==> config.mk <==
export PLATFORM = sky130hd
export DESIGN_NAME = walnut_ctrl
export DESIGN_NICKNAME = d
export VERILOG_FILES = /design/src/rtl/walnut_ctrl.sv
export SDC_FILE = /design/constraint.sdc
export NUM_CORES = 1
export LEC_CHECK = 0
export CAP_MARGIN = 20
export CORE_MARGIN = 2
export CORE_UTILIZATION = 40
export CTS_BUF_LIST = sky130_fd_sc_hd__clkbuf_2
export DETAILED_ROUTE_END_ITERATION = 10
export DONT_BUFFER_PORTS = 1
export MAX_ROUTING_LAYER = met4
export PLACE_DENSITY = 0.59
export SLEW_MARGIN = 40
export SYNTH_ARGS = -nofsm -noshare
export SYNTH_HDL_FRONTEND = slang
export SYNTH_SLANG_ARGS = --single-unit
==> constraint.sdc <==
create_clock -name clk -period 5.4 [get_ports clk]
set_clock_uncertainty 0.1 [all_clocks]
set_input_delay 0.27 -clock clk [delete_from_list [all_inputs] [get_ports clk]]
set_output_delay 0.27 -clock clk [all_outputs]
set_load 0.02 [all_outputs]
==> src/rtl/walnut_ctrl.sv <==
// walnut_ctrl -- per-tile controller for one wall-nut plant, feeding the
// walnut sprite renderer.
//
// Ports:
//   clk, rst          clock and asynchronous active-high reset
//   frame_tick        one-cycle pulse per video frame
//   place             one-cycle placement request; place_row/place_col are
//                     sampled with it
//   remove            one-cycle shovel request
//   zombie_bite       level: a zombie is eating this plant
//   wVPos, wHPos      sprite top row / left column in pixels (registered)
//   enable            plant present, the renderer draws it (registered)
//   blink             eyes-closed flag (registered)
//   health            remaining health (registered)
//   destroyed         one-cycle pulse on the edge where health reaches 0
//   crack_level       damage level 0..2 (only with WALNUT_CRACK_EN)
//
// Build option: define WALNUT_CRACK_EN to add the crack_level output.
module walnut_ctrl #(
  parameter logic [9:0] H_ORIGIN     = 10'd40,
  parameter logic [9:0] V_ORIGIN     = 10'd80,
  parameter logic [9:0] CELL_W       = 10'd64,
  parameter logic [9:0] CELL_H       = 10'd76,
  parameter logic [2:0] NUM_ROWS     = 3'd5,
  parameter logic [3:0] NUM_COLS     = 4'd9,
  parameter logic [7:0] HEALTH_MAX   = 8'd40,
  parameter logic [7:0] BITE_FRAMES  = 8'd15,
  parameter logic [7:0] BLINK_PERIOD = 8'd180,
  parameter logic [7:0] BLINK_LEN    = 8'd8
) (
  input  logic       clk,
  input  logic       rst,
  input  logic       frame_tick,
  input  logic       place,
  input  logic [2:0] place_row,
  input  logic [3:0] place_col,
  input  logic       remove,
  input  logic       zombie_bite,
  output logic [9:0] wVPos,
  output logic [9:0] wHPos,
  output logic       enable,
  output logic       blink,
  output logic [7:0] health,
  output logic       destroyed
`ifdef WALNUT_CRACK_EN
  ,
  output logic [1:0] crack_level
`endif
);

  typedef enum logic {EMPTY, ALIVE} state_t;

  state_t     state;
  logic [7:0] frameCnt;
  logic [7:0] biteCnt;

  logic       placeOk;
  logic [9:0] vCalc, hCalc;
  logic [7:0] frameNxt;

  assign placeOk  = place && (place_row < NUM_ROWS) && (place_col < NUM_COLS);
  assign vCalc    = V_ORIGIN + ({7'd0, place_row} * CELL_H);
  assign hCalc    = H_ORIGIN + ({6'd0, place_col} * CELL_W);
  assign frameNxt = (frameCnt == BLINK_PERIOD - 8'd1) ? 8'd0 : frameCnt + 8'd1;

  always_ff @(posedge clk or posedge rst) begin
    if (rst) begin
      state     <= EMPTY;
      wVPos     <= '0;
      wHPos     <= '0;
      enable    <= 1'b0;
      blink     <= 1'b0;
      health    <= '0;
      destroyed <= 1'b0;
      frameCnt  <= '0;
      biteCnt   <= '0;
    end else begin
      destroyed <= 1'b0;
      case (state)
        EMPTY: begin
          if (placeOk) begin
            state    <= ALIVE;
            enable   <= 1'b1;
            wVPos    <= vCalc;
            wHPos    <= hCalc;
            health   <= HEALTH_MAX;
            frameCnt <= '0;
            biteCnt  <= '0;
            blink    <= 1'b0;
          end
        end
        ALIVE: begin
          if (remove) begin
            // Shovel beats any bite or tick arriving in the same cycle.
            state  <= EMPTY;
            enable <= 1'b0;
            health <= '0;
            blink  <= 1'b0;
          end else begin
            // Blink follows the counter value from before this edge.
            blink <= (frameCnt >= BLINK_PERIOD - BLINK_LEN);
            if (frame_tick) frameCnt <= frameNxt;
            if (!zombie_bite) begin
              biteCnt <= '0;
            end else if (frame_tick) begin
              if (biteCnt == BITE_FRAMES - 8'd1) begin
                biteCnt <= '0;
                if (health == 8'd1) begin
                  state     <= EMPTY;
                  enable    <= 1'b0;
                  blink     <= 1'b0;
                  health    <= '0;
                  destroyed <= 1'b1;
                end else if (health != 8'd0) begin
                  health <= health - 8'd1;
                end
              end else begin
                biteCnt <= biteCnt + 8'd1;
              end
            end
          end
        end
        default: state <= EMPTY;
      endcase
    end
  end

`ifdef WALNUT_CRACK_EN
  // Thresholds at 10 bits: 40 -> 26 and 13 with the default health.
  localparam logic [9:0] CRACK_HI = ({2'd0, HEALTH_MAX} * 10'd2) / 10'd3;
  localparam logic [9:0] CRACK_LO = {2'd0, HEALTH_MAX} / 10'd3;

  always_ff @(posedge clk or posedge rst) begin
    if (rst) begin
      crack_level <= 2'd0;
    end else if (!enable) begin
      crack_level <= 2'd0;
    end else if ({2'd0, health} > CRACK_HI) begin
      crack_level <= 2'd0;
    end else if ({2'd0, health} > CRACK_LO) begin
      crack_level <= 2'd1;
    end else begin
      crack_level <= 2'd2;
    end
  end
`endif

endmodule

==> Yosys cells after proc, flatten, opt, wreduce, memory -nomap -nowiden <==
Index checks and enable logic that the tools add are counted.
{ "word_totals": {"ff_bits": 48, "inputBits": 13, "out_inout_bits": 31, "wordCells": 84} }
{ "op_classes": {"add_sub_neg": 5, "mul": 1, "n_lt_le_gt_ge": 3, "n_eq_ne": 12, "n_mux": 45, "n_bitwise": 1, "n_reduce_logical": 8} }
{ "op_table": {"columns": ["op", "count"], "rows": [
  ["two-way mux 8 bit", 15],
  ["case mux 8 bit (2 select lines)", 3],
  ["two-way mux 1 bit", 24],
  ["adder 8 x 1 -> 8 bit (second input constant)", 2],
  ["adder 6 x 10 -> 10 bit (first input constant)", 1],
  ["adder 7 x 10 -> 10 bit (first input constant)", 1],
  ["AND reduction 5 bit", 2],
  ["inequality test 3 bit (second input constant)", 3],
  ["== test 8 x 1 -> 1 bit (second input constant)", 1],
  ["== test 8 x 4 -> 1 bit (second input constant)", 1],
  ["== test 8 bit (second input constant)", 1],
  [">= comparator 8 bit (second input constant)", 1],
  ["multiplier 3 x 5 -> 8 bit (second input constant)", 1],
  ["nonzero test 8 bit", 1],
  ["subtractor 8 x 1 -> 8 bit (second input constant)", 1],
  ["inequality test 2 bit (second input constant)", 3],
  ["inequality test 3 x 2 -> 1 bit (second input constant)", 2],
  ["case mux 1 bit (2 select lines)", 3],
  ["AND reduction 3 bit", 2],
  ["less-than comparator 4 bit (second input constant)", 1],
  ["inequality test 4 x 2 -> 1 bit (second input constant)", 1],
  ["less-than comparator 3 bit (second input constant)", 1],
  ["logical AND 1 bit", 2],
  ["AND reduction 2 bit", 1],
  ["inverter 1 bit", 1]
]} }

==> Logic depth before layout (Yosys ltp) <==
{ "logic_depth": {"ltp_word": 8, "mapped_depth": 10, "depth_no_buf": 10} }

==> Worst setup path after synthesis <==
Ideal clock, no wire load.
{ "synth_path": {"path_type": "reg2reg", "start": "register biteCnt[4]", "end": "register health[6]", "setup_ps": 122, "arrival_ps": 1796, "required_ps": 5178, "slack_ps": 3383, "stages_incl_launch_ff": 6, "path_buffers": 0, "synth_period_minus_slack_ps": 2017, "cell_sequence": "dfrtp_1 -> or4_4 -> or3_1 -> o21ai_4 -> o21bai_1 -> o2bb2ai_1"} }
{ "synth_via": {"elab_chain_cells": 3} }
{ "synth_lines": {"columns": ["item", "line_no", "text"], "rows": [
  ["from (decl)", "55", "logic [7:0] biteCnt;"],
  ["from (signal assigned)", "118", "biteCnt <= biteCnt + 8'd1;"],
  ["== test 8 x 4 -> 1 bit", "106", "if (biteCnt == BITE_FRAMES - 8'd1) begin"],
  ["inequality test 3 x 2 -> 1 bit (no line)", null, null],
  ["AND reduction 5 bit (no line)", null, null],
  ["to (signal assigned)", "115", "health <= health - 8'd1;"],
  ["to (decl)", "43", "output logic [7:0] health,"]
]} }
Every way passes these cells.
A chain may end at the register's enable or synchronous reset.

==> Final worst setup path <==
{ "layout_path": {"start": "register state", "end": "register biteCnt[3]"} }
{ "layout_via": {"elab_chain_cells": 3, "elab_cells_between_ends": 6, "cone_classes": "eq/ne: 3; mux: 1; bitwise: 1; reduce/logical: 1"} }
{ "layout_lines": {"columns": ["item", "line_no", "text"], "rows": [
  ["from (decl)", "53", "state_t state;"],
  ["from (signal assigned)", "68", "state <= EMPTY;"],
  ["from (signal assigned)", "82", "state <= ALIVE;"],
  ["from (signal assigned)", "95", "state <= EMPTY;"],
  ["inverter 1 bit (no line)", null, null],
  ["inequality test 2 bit (no line)", null, null],
  ["AND reduction 3 bit (no line)", null, null]
]} }
Several ways; a longest one is shown, not always the timed one.

==> impl_metrics.ini <==
[global_route]
grt_pass1_wl_mm = 8.76
grt_max_degree = 42
antenna_violations_before_repair = 0
gr-total-overflow = 0
vias_in_the_first_global_route = 1778
global_route.usage.total_pct = 17.7

[critical_path]
ff_to_ff_start = state$_DFF_PP0_
critical_path.startpoint = state$_DFF_PP0_
cp-end-kind = flip-flop
crit_required_ns = 5.56
critical_path.slowest_cell = dfrtp_1
path_buf_inv = 1
worstSetupPathType = flip-flop to flip-flop
cp_cell_sequence = inv_1, nor2_1, a21oi_1, o21ai_0, o31ai_1
startpoint_type = flip-flop
critPathMaxFanout = 8
cp_top_family = compound AO/OA/AOI/OAI gates
cp_slowest_stage_delay_ns = 0.55
arrival_ns = 2.34

[floorplan]
coreArea_mm2 = 0.00585
die_height_um = 81.2
initial_core_util_pct = 40.8
die-area_mm2 = 0.00660
die_width_um = 81.2
floorplan.io_pins = 44
core.rowCount = 28

[clock_tree]
clock_insertion_delay_worst_skew_ns = 0.40
cts_htree_levels = 2
clock_slew_seen_by_the_registers_of_the_worst_setup_and_hold_paths_ns = 0.23
clock_tree_from_tritoncts = yes
numClockSinks = 41
postCtsResizedCells = 0
cts_inserted_buffers = 5
ctsLongestPathBuffers = 2
cts-root-buf = clkbuf_2

[yosys]
synth_xor_area_share_pct = 1.84
asyncSetResetFlopFracSynth_pct = 100
synth_mux_area_share_pct = 0.472
synth-seq-area-share_pct = 43.0
synth_compound_gate_area_share_pct = 21.3
ys.warnings.count = 0
yosys_register_bits = 41
synthesis.area_mm2 = 0.00238
post_synth_inst_count = 260
synth_simple_gate_area_share_pct = 20.2
synth_top_family_by_area = compound AO/OA/AOI/OAI gates
yosysUniqueCellTypes = 51
synth_area_per_cell_um2 = 9.17
adder_and_majority_gate_portion_of_the_synthesized_area_pct = 7.66
postSynth.topFlopCell = dfrtp_1
synth-edff-count = 0

[timing]
maxSlewViolCount = 0
finalHoldViolCount = 0
grt_setup_unrepaired = no
worst_slack_ns = 3.22
post-route-period-util_pct = 40.3
max-slew-margin-rel_pct = 50.1
final_period_minus_worst_setup_slack_ns = 2.18
setup_total_negative_slack_ns = 0
max_freq_mhz = 459
setup_violations = 0
worst_pin_slew_ns = 0.741

[detailed_routing]
detailed_route_vias_per_instance = 5.56
drt_first_pass_iters = 4
drt_first_iter_violations = 103
vias = 1923
drc_errors = 0
routed_wire_length_per_instance_um = 14.8
wirelength_mm = 5.13
postRouteAntennaNets = 0

[cells_and_area]
diodes_inserted = 0
syn2layout_area_growth_pct = 7.24
final_net_count = 297
layout-drive-gt1-share_pct = 6.64
fin_cells = 346
final.fill_count = 578

[min_path]
hold_start = remove
hold_class = input port to flip-flop

[placed_design]
detailedPlace.worstSlack_ns = 3.28
placed_cells_incl_taps = 330
buffer_ports.inserted = 0
globalplace.congestion = 0.884
hpwlAfterDp_mm = 3.62

[power_and_ir_drop]
fraction_of_power_consumed_by_combinational_cells_pct = 19.5
seqPwrFrac_pct = 61.1
cellPowerDensity_mw_per_mm2 = 272
power.share.switching_pct = 38.2
power.switching_w = 0.000266
power.leakage_nw = 1.16
power.ir.vdd_worst_mv = 0.170
power.clock.fraction_pct = 19.5
p_int_w = 0.000429

[flow_run]
max_cap_violations = 0

[outcome]
run_status = finished, final reports clean
per-layer routing:
metal / up-vias / GRT usage, % / part of all wire [%]
li1: 948 / - / -
met1: 916 / 23.3 / 46
met2: 51 / 26.4 / 47
met3: 8 / 5.11 / 5.4
met4: 0 / 5.76 / 1.8
met5: - / - / 0
worst paths after layout:
path                                           end  cells after the start  slack [ns]
hold / removal               health[3]$_DFFE_PP0P_                      3        0.03
setup / recovery            biteCnt[3]$_DFFE_PP0P_                      5        3.22
max in group asynchronous  frameCnt[0]$_DFFE_PP0P_                      3        4.50
min in group asynchronous       enable$_DFFE_PP0P_                      3        0.31
setup reg to reg            biteCnt[3]$_DFFE_PP0P_                      5        3.22
hold reg to reg             biteCnt[7]$_DFFE_PP0P_                      1        0.40
area by class of cell:
type                            instances  area [µm²]  share of cell area (%)
Multi-Input combinational cell        197        1250                    48.9
Timing Repair Buffer                    9        87.6                    3.42
Inverter                               16        60.1                    2.35
Sequential cell                        41        1030                    40.1
Clock inverter                          2        10.0                   0.391
Clock buffer                            6        30.0                    1.17
Tap cell                               75        93.8                    3.67
flip-flops by register name, indices dropped and copies added (netlist names):
register / count
biteCnt: 8
frameCnt: 8
destroyed: 1
health: 8
blink: 1
enable: 1
state: 1
wHPos: 5
wVPos: 8
through the flow:
stage	area, µm²	total power (W)	utilization (%)	hold slack, ns
detailed placement	2440	0.000561	41.7	0.231
floorplan	2400	0.000528	-	0.275
global route	2560	0.000740	43.7	0.0145
finish	2560	0.000695	43.7	0.0341
global placement	2440	0.000560	41.7	0.233
CTS	2560	0.000704	43.7	0.00894
repair_timing:
item / in CTS / in global routing
hold buffers: 8 / 0
buffers inserted: 0 / 0
hold endpoints to repair: 48 / 0
placed cells by master (no fill, tap or decap), types with 2 or more instances in the layout:
master / netlist / final
o41ai_1: 3 / 3
clkbuf_2: 0 / 6
a21o_1: 4 / 4
conb_1: 1 / 6
nor2b_1: 4 / 4
nor3_1: 4 / 4
a21oi_1: 7 / 7
nand4_1: 7 / 7
nor2_1: 9 / 9
o2bb2ai_1: 2 / 2
o21bai_1: 2 / 2
xnor2_1: 4 / 4
nand3_1: 8 / 8
a31oi_1: 6 / 6
dfrtp_1: 41 / 41
inv_1: 16 / 16
or3_1: 3 / 3
dlygate4sd3_1: 0 / 8
and4_1: 2 / 2
ha_1: 13 / 13
a41oi_1: 3 / 3
o21ai_0: 31 / 31
nand2_1: 39 / 39
o31ai_1: 7 / 7
clkinv_2: 0 / 2
nand2b_1: 5 / 5
o211ai_1: 2 / 2
o22ai_1: 2 / 2
power groups by stage:
stage               clock, W  combinational (W)  sequential, W
floorplan                  0           0.000112       0.000417
global placement           0           0.000130       0.000430
detailed placement         0           0.000131       0.000430
CTS                 0.000143           0.000136       0.000425
global route        0.000153           0.000158       0.000430
finish              0.000135           0.000135       0.000424
logic make-up after synthesis:
family                   count (synthesis)
other                                    1
AND/OR/NAND/NOR                         93
XOR/XNOR                                 5
flip-flops                              41
adder cells (fa/ha/maj)                 14
multiplexers                             1
buffers and inverters                   27
AO/OA/AOI/OAI                           78
cells in the mapped netlist (2+ instances only):
| library cell | instances | area (µm²) |
|---|---|---|
| dfrtp_1 | 41 | 1030 |
| nand2_1 | 39 | 146 |
| o21ai_0 | 31 | 155 |
| inv_1 | 16 | 60.1 |
| ha_1 | 13 | 163 |
| nor2_1 | 9 | 33.8 |
| nand3_1 | 8 | 40.0 |
| a21oi_1 | 7 | 35.0 |
| buf_4 | 7 | 52.6 |
| nand4_1 | 7 | 43.8 |
| o31ai_1 | 7 | 52.6 |
| a31oi_1 | 6 | 37.5 |
| nand2b_1 | 5 | 31.3 |
| a21o_1 | 4 | 30.0 |
| clkbuf_1 | 4 | 15.0 |
| nor2b_1 | 4 | 25.0 |
| nor3_1 | 4 | 20.0 |
| xnor2_1 | 4 | 35.0 |
| a41oi_1 | 3 | 26.3 |
| o41ai_1 | 3 | 26.3 |
| or3_1 | 3 | 18.8 |
| and4_1 | 2 | 17.5 |
| o211ai_1 | 2 | 15.0 |
| o21bai_1 | 2 | 15.0 |
| o22ai_1 | 2 | 12.5 |
| o2bb2ai_1 | 2 | 17.5 |
worst reg2reg max path, cell delays in order, from the launching register on:
cell,delay [ns]
dfrtp_1,0.55
inv_1,0.22
nor2_1,0.50
a21oi_1,0.34
o21ai_0,0.24
o31ai_1,0.09
Power figures use the tool's default switching activity.
